### config.mk
export PLATFORM = sky130hd
export DESIGN_NAME = oport_rr_arb
export DESIGN_NICKNAME = d
export VERILOG_FILES = /design/src/rtl/oport_rr_arb_pkg.sv /design/src/rtl/oport_rr_arb_rr_pick5.sv /design/src/rtl/oport_rr_arb.sv
export SDC_FILE = /design/constraint.sdc
export NUM_CORES = 1
export LEC_CHECK = 0
export ABC_AREA = 1
export CAP_MARGIN = 20
export CORE_ASPECT_RATIO = 0.6
export CORE_UTILIZATION = 33
export DETAILED_ROUTE_END_ITERATION = 8
export GPL_TIMING_DRIVEN = 0
export PLACE_DENSITY_LB_ADDON = 0.3
export SYNTH_ARGS = -nofsm -noshare
export SYNTH_HDL_FRONTEND = slang
export SYNTH_HIERARCHICAL = 1
export SYNTH_SLANG_ARGS = --single-unit
### constraint.sdc
create_clock -name clk -period 2.87 [get_ports clk]
set_clock_uncertainty 0.1 [all_clocks]
set_input_delay 0.574 -clock clk [delete_from_list [all_inputs] [get_ports clk]]
set_output_delay 0.574 -clock clk [all_outputs]
set_load 0.01 [all_outputs]
### src/rtl/oport_rr_arb_pkg.sv
// Shared router definitions: direction indices, default payload width and
// the arbiter state encoding.
package oport_rr_arb_pkg;

    localparam int DIR_N      = 0;
    localparam int DIR_W      = 1;
    localparam int DIR_S      = 2;
    localparam int DIR_E      = 3;
    localparam int DIR_B      = 4;
    localparam int NUM_DIR    = 5;
    localparam int PYLD_W_DEF = 23;

    typedef enum logic {
        ST_IDLE = 1'b0,
        ST_BUSY = 1'b1
    } arb_state_e;

endpackage

### src/rtl/oport_rr_arb_rr_pick5.sv
// Round-robin pick over five requesters: one-hot of the first set mask bit
// found scanning start, start+1, ... modulo five. start must be 0..4.
module rr_pick5
    import oport_rr_arb_pkg::*;
(
    input  logic [NUM_DIR-1:0] mask,
    input  logic [2:0]         start,
    output logic [NUM_DIR-1:0] onehot
);

    logic [2*NUM_DIR-1:0] dbl;
    logic [2*NUM_DIR-1:0] rot;
    logic [NUM_DIR-1:0]   rot_lo;
    logic [NUM_DIR-1:0]   pick_r;
    logic [2*NUM_DIR-1:0] unrot;

    // Rotate so 'start' lands at bit 0, take the lowest set bit, rotate back.
    assign dbl    = {mask, mask};
    assign rot    = dbl >> start;
    assign rot_lo = rot[NUM_DIR-1:0];
    assign pick_r = rot_lo & (~rot_lo + {{(NUM_DIR-1){1'b0}}, 1'b1});
    assign unrot  = {{NUM_DIR{1'b0}}, pick_r} << start;
    assign onehot = unrot[NUM_DIR-1:0] | unrot[2*NUM_DIR-1:NUM_DIR];

endmodule

### src/rtl/oport_rr_arb.sv
// Per-output-direction round-robin arbiter: grants one of five input
// controllers, muxes its payload to the output buffer and holds until accepted.
module oport_rr_arb
    import oport_rr_arb_pkg::*;
#(
    parameter int PYLD_W    = PYLD_W_DEF,
    parameter int STALL_MAX = 255,
    parameter int CNT_W     = 8
) (
    input  logic                      clk,
    input  logic                      rst,
    input  logic [NUM_DIR-1:0]        port_en,
    input  logic [NUM_DIR-1:0]        req,
    input  logic [NUM_DIR*PYLD_W-1:0] payload_i,
    input  logic                      obuf_rdy,
    output logic [NUM_DIR-1:0]        gnt,
    output logic                      obuf_vld,
    output logic [PYLD_W-1:0]         payload_o,
    output logic                      stall,
    output logic                      busy
);

    localparam logic [CNT_W-1:0] STALL_TH = CNT_W'(STALL_MAX);

    arb_state_e         state;
    logic [2:0]         ptr;
    logic [2:0]         gidx;
    logic [2:0]         nxt_ptr;
    logic [CNT_W-1:0]   cnt;
    logic [NUM_DIR-1:0] ereq;
    logic [NUM_DIR-1:0] b2b_mask;
    logic [NUM_DIR-1:0] idle_oh;
    logic [NUM_DIR-1:0] b2b_oh;
    logic               held;
    logic               xfer;

    assign ereq     = req & port_en;
    assign held     = |(gnt & ereq);
    assign xfer     = held & obuf_rdy;
    assign obuf_vld = xfer;
    assign busy     = (state == ST_BUSY);
    // The just-served input still requests next cycle, so it sits out the pick.
    assign b2b_mask = ereq & ~gnt;
    assign nxt_ptr  = (gidx == 3'(NUM_DIR - 1)) ? 3'd0 : gidx + 3'd1;

    always_comb begin
        gidx      = '0;
        payload_o = '0;
        for (int k = 0; k < NUM_DIR; k++) begin
            if (gnt[k]) begin
                gidx      = 3'(k);
                payload_o = payload_o | payload_i[k*PYLD_W +: PYLD_W];
            end
        end
    end

    rr_pick5 u_pick_idle (
        .mask   (ereq),
        .start  (ptr),
        .onehot (idle_oh)
    );

    rr_pick5 u_pick_b2b (
        .mask   (b2b_mask),
        .start  (nxt_ptr),
        .onehot (b2b_oh)
    );

    always_ff @(posedge clk) begin
        if (rst) begin
            state <= ST_IDLE;
            gnt   <= '0;
            ptr   <= '0;
            cnt   <= '0;
            stall <= 1'b0;
        end else begin
            stall <= (cnt >= STALL_TH);
            case (state)
                ST_IDLE: begin
                    cnt <= '0;
                    if (|ereq) begin
                        gnt   <= idle_oh;
                        state <= ST_BUSY;
                    end
                end
                ST_BUSY: begin
                    if (xfer) begin
                        ptr <= nxt_ptr;
                        cnt <= '0;
                        if (|b2b_mask) begin
                            gnt <= b2b_oh;
                        end else begin
                            gnt   <= '0;
                            state <= ST_IDLE;
                        end
                    end else begin
                        if (cnt != '1)
                            cnt <= cnt + CNT_W'(1);
                        // Request vanished under us: drop without moving ptr.
                        if (!held) begin
                            gnt   <= '0;
                            state <= ST_IDLE;
                        end
                    end
                end
                default: begin
                    gnt   <= '0;
                    state <= ST_IDLE;
                end
            endcase
        end
    end

endmodule
==> reports/summary.txt <==
Final Max Tran Viols: 0
CTS tree: yes
1st-pass router iterations: 5
I/O Buffers: 158
Setup Buffers After CTS: 0
final cell utilization of the core: 55.8%
status: finished clean
die height: 74.7 µm
core area: 0.00852 mm²
Syn Area/Cell: 5.58 µm²
total power: 0.00171 W
vias per cell: 5.18
CTS max path bufs: 2
initial DRC count: 288
Seq/Total Area, Yosys: 12.4%
slowest CP cell: clkdlybuf4s50_1
Overflow after GRT: 0
antenna viol nets, final: 0
Overall Global Routing Usage: 23.4%
Synth area leaders: nand2_1, nand3_1, dfxtp_1
die area: 0.00920 mm²
GP Congestion: 0.904
critical path cell sequence: clkdlybuf4s50_1 -> nand2_2 -> inv_2 -> nand2_1 -> inv_2 -> nand2_1 -> nand3_2 -> nand2_2 -> nand2_1 -> o21ai_4 -> nor2_4 -> nand2_1 -> nand3_2 -> nand2_1 -> a21oi_2 -> o21ai_0 -> nor2_1 -> nor2_1 -> nor2_1
layout cell share with drive strength beyond 1: 12.9%
worst min-delay path class: reg -> reg
root buffer cell: clkbuf_16
max incr delay on CP: 0.51 ns
row count: 26
post-synth top area cell: nand2_1
Routed Wire Length: 11.6 mm
Final HPWL DP: 9.62 mm
dpl cells: 791
Crit. End Element: register
Pleak: 2.10 nW
Inserted Diodes: 0
clock sink count: 18
crit path DAT: 2.79 ns
Initial Utilization: 34.1%
fmax: 0.371 GHz
Yosys top cell area share: 22.9%
clock transition at the registers of the reported paths: 0.05 ns
worst slew pin tran: 0.544 ns
H-Tree Depth: 1
Hold-fix buffers, CTS: 0
worst skew pair latency: 0.25 ns
peak supply drop: 0.253 mV
nets: 813
first-pass GRT wire length: 16.9 mm
largest net degree at the start of global routing: 11
flops & latches, synth: 18
Buf/Inv on CP: 3
CP most frequent cell: nand2_1
mapped cell area: 0.00291 mm²
wire length per cell: 14.5 µm
CP top delay family: simple AND/OR/NAND/NOR gates
TritonCTS Buffers: 3
period utilisation layout: 93.9%
Synth Instances: 521
max-cap viol count: 0
area delta synth->final: 63.5%
Distinct cells, synth: 32
setup violators final: 0
Ys Warns: 6
Finished Layout Cells: 795
die width: 123 µm
Synth Net Count: 650
min cycle time layout: 2.70 ns
Slew headroom: 63.8%
io pins: 159
Startpoint Class: input pin
vias in the first global route: 3,434
Post-route DRC: 0
total number of vias: 4,117
crit path kind: in -> reg
WP data required: 2.96 ns
cell area power density: 360 mW/mm²
Final Hold Vio Count: 0
CP max FO: 4
initial antenna violation count: 0
RSZ-0062 raised after global routing: no
## cell usage after synthesis
master and number:
a21oi_2 2, a31oi_1 1, clkinv_1 1, nand2_1 177
o21ai_1 4, buf_1 2, o21ai_4 2, nand3_4 1
a22o_1 23, nor4_1 1, nand3_1 98, nor2_4 4
inv_2 7, buf_6 4, o21ai_0 5, a21oi_1 33
buf_4 4, xnor2_1 2, nand3_2 14, o21bai_1 1
nand4_1 7, ha_1 1, nand2_4 4, nor2_2 2
nor3_2 1, buf_2 6, o21ai_2 3, dfxtp_1 18
nor2_1 38, inv_1 28, nand2_2 19, clkbuf_1 8
## final timing paths
check,from,endpoint,slack (ns),cells past startpoint
worst min-delay path,ptr[2],ptr[2],0.39,2
worst max-delay path,req[4],gnt[0],0.17,19
worst max register to register,gnt[1],gnt[0],0.21,19
worst min register to register,ptr[2],ptr[2],0.39,2
## timing repair
item | 4_1_cts | 5_1_grt
gates resized for setup | 3 | 14
setup endpoints to repair | 6 | 17
cloned | 0 | 0
pin swaps | 0 | 1
## layout make-up
class                           instances  area (µm²)
Sequential cell                        18         360
Multi-Input combinational cell        443        2300
Inverter                               36         135
Timing Repair Buffer                  158        1580
Tap cell                              112         140
Fill cell                             810        3770
Clock buffer                            4        88.8
Buffer                                 24         150
## sequential cells by signal (all words and copies together) (netlist names)
register and count:
stall 1, busy 1, gnt 5, ptr 3
cnt 8
## stage by stage
| stage | setup TNS, ns | hold WS [ns] | worst slack (ns) | instance area [µm²] |
|---|---|---|---|---|
| floorplan | 0 | 0.340 | 0.418 | 2910 |
| global placement | -0.172 | 0.359 | -0.0879 | 4630 |
| detailed placement | -0.357 | 0.390 | -0.159 | 4630 |
| CTS | 0 | 0.386 | 0.0277 | 4720 |
| global route | 0 | 0.421 | 0.0171 | 4750 |
| finish | 0 | 0.388 | 0.175 | 4750 |
## placed cells by master (no fill, tap or decap), drive strengths merged, types with 18 or more instances in the layout
master	n
nand2	200
clkdlybuf4s50	157
a22o	23
inv	35
a21oi	35
dfxtp	18
nand3	113
nor2	44
## power by group
part | switching (W) | internal (W) | leakage, nW | total, W
clock | 0.000101 | 0.000212 | 0.0442 | 0.000313
sequential | 0.0000110 | 0.000261 | 0.146 | 0.000272
combinational | 0.000591 | 0.000535 | 1.91 | 0.00113
total | 0.000702 | 0.00101 | 2.10 | 0.00171
## cell families after synthesis
kind of cell,Yosys count,share of synthesized area (%)
simple gates,366,59.8
flops,18,12.4
xor+xnor,2,0.603
buf+inv,60,9.56
compound gates,74,17.3
fa+ha+maj,1,0.430
## per-layer routing
layer / wire length, µm / global-route usage, % / part of all wire [%] / vias to the layer above
li1: - / - / - / 2069
met1: 5420 / 32.9 / 47 / 1870
met2: 5100 / 38.0 / 44 / 170
met3: 943 / 4.17 / 8.2 / 8
met4: 91 / 3.88 / 0.79 / 0
met5: 0 / 0 / 0 / -
## tightest hold or removal path, cell delays in order (launching register included)
cell and delay [ns]:
dfxtp_1 0.31, nand2_1 0.06, a21oi_1 0.06
Note: power is estimated with default switching activity, not from simulation.
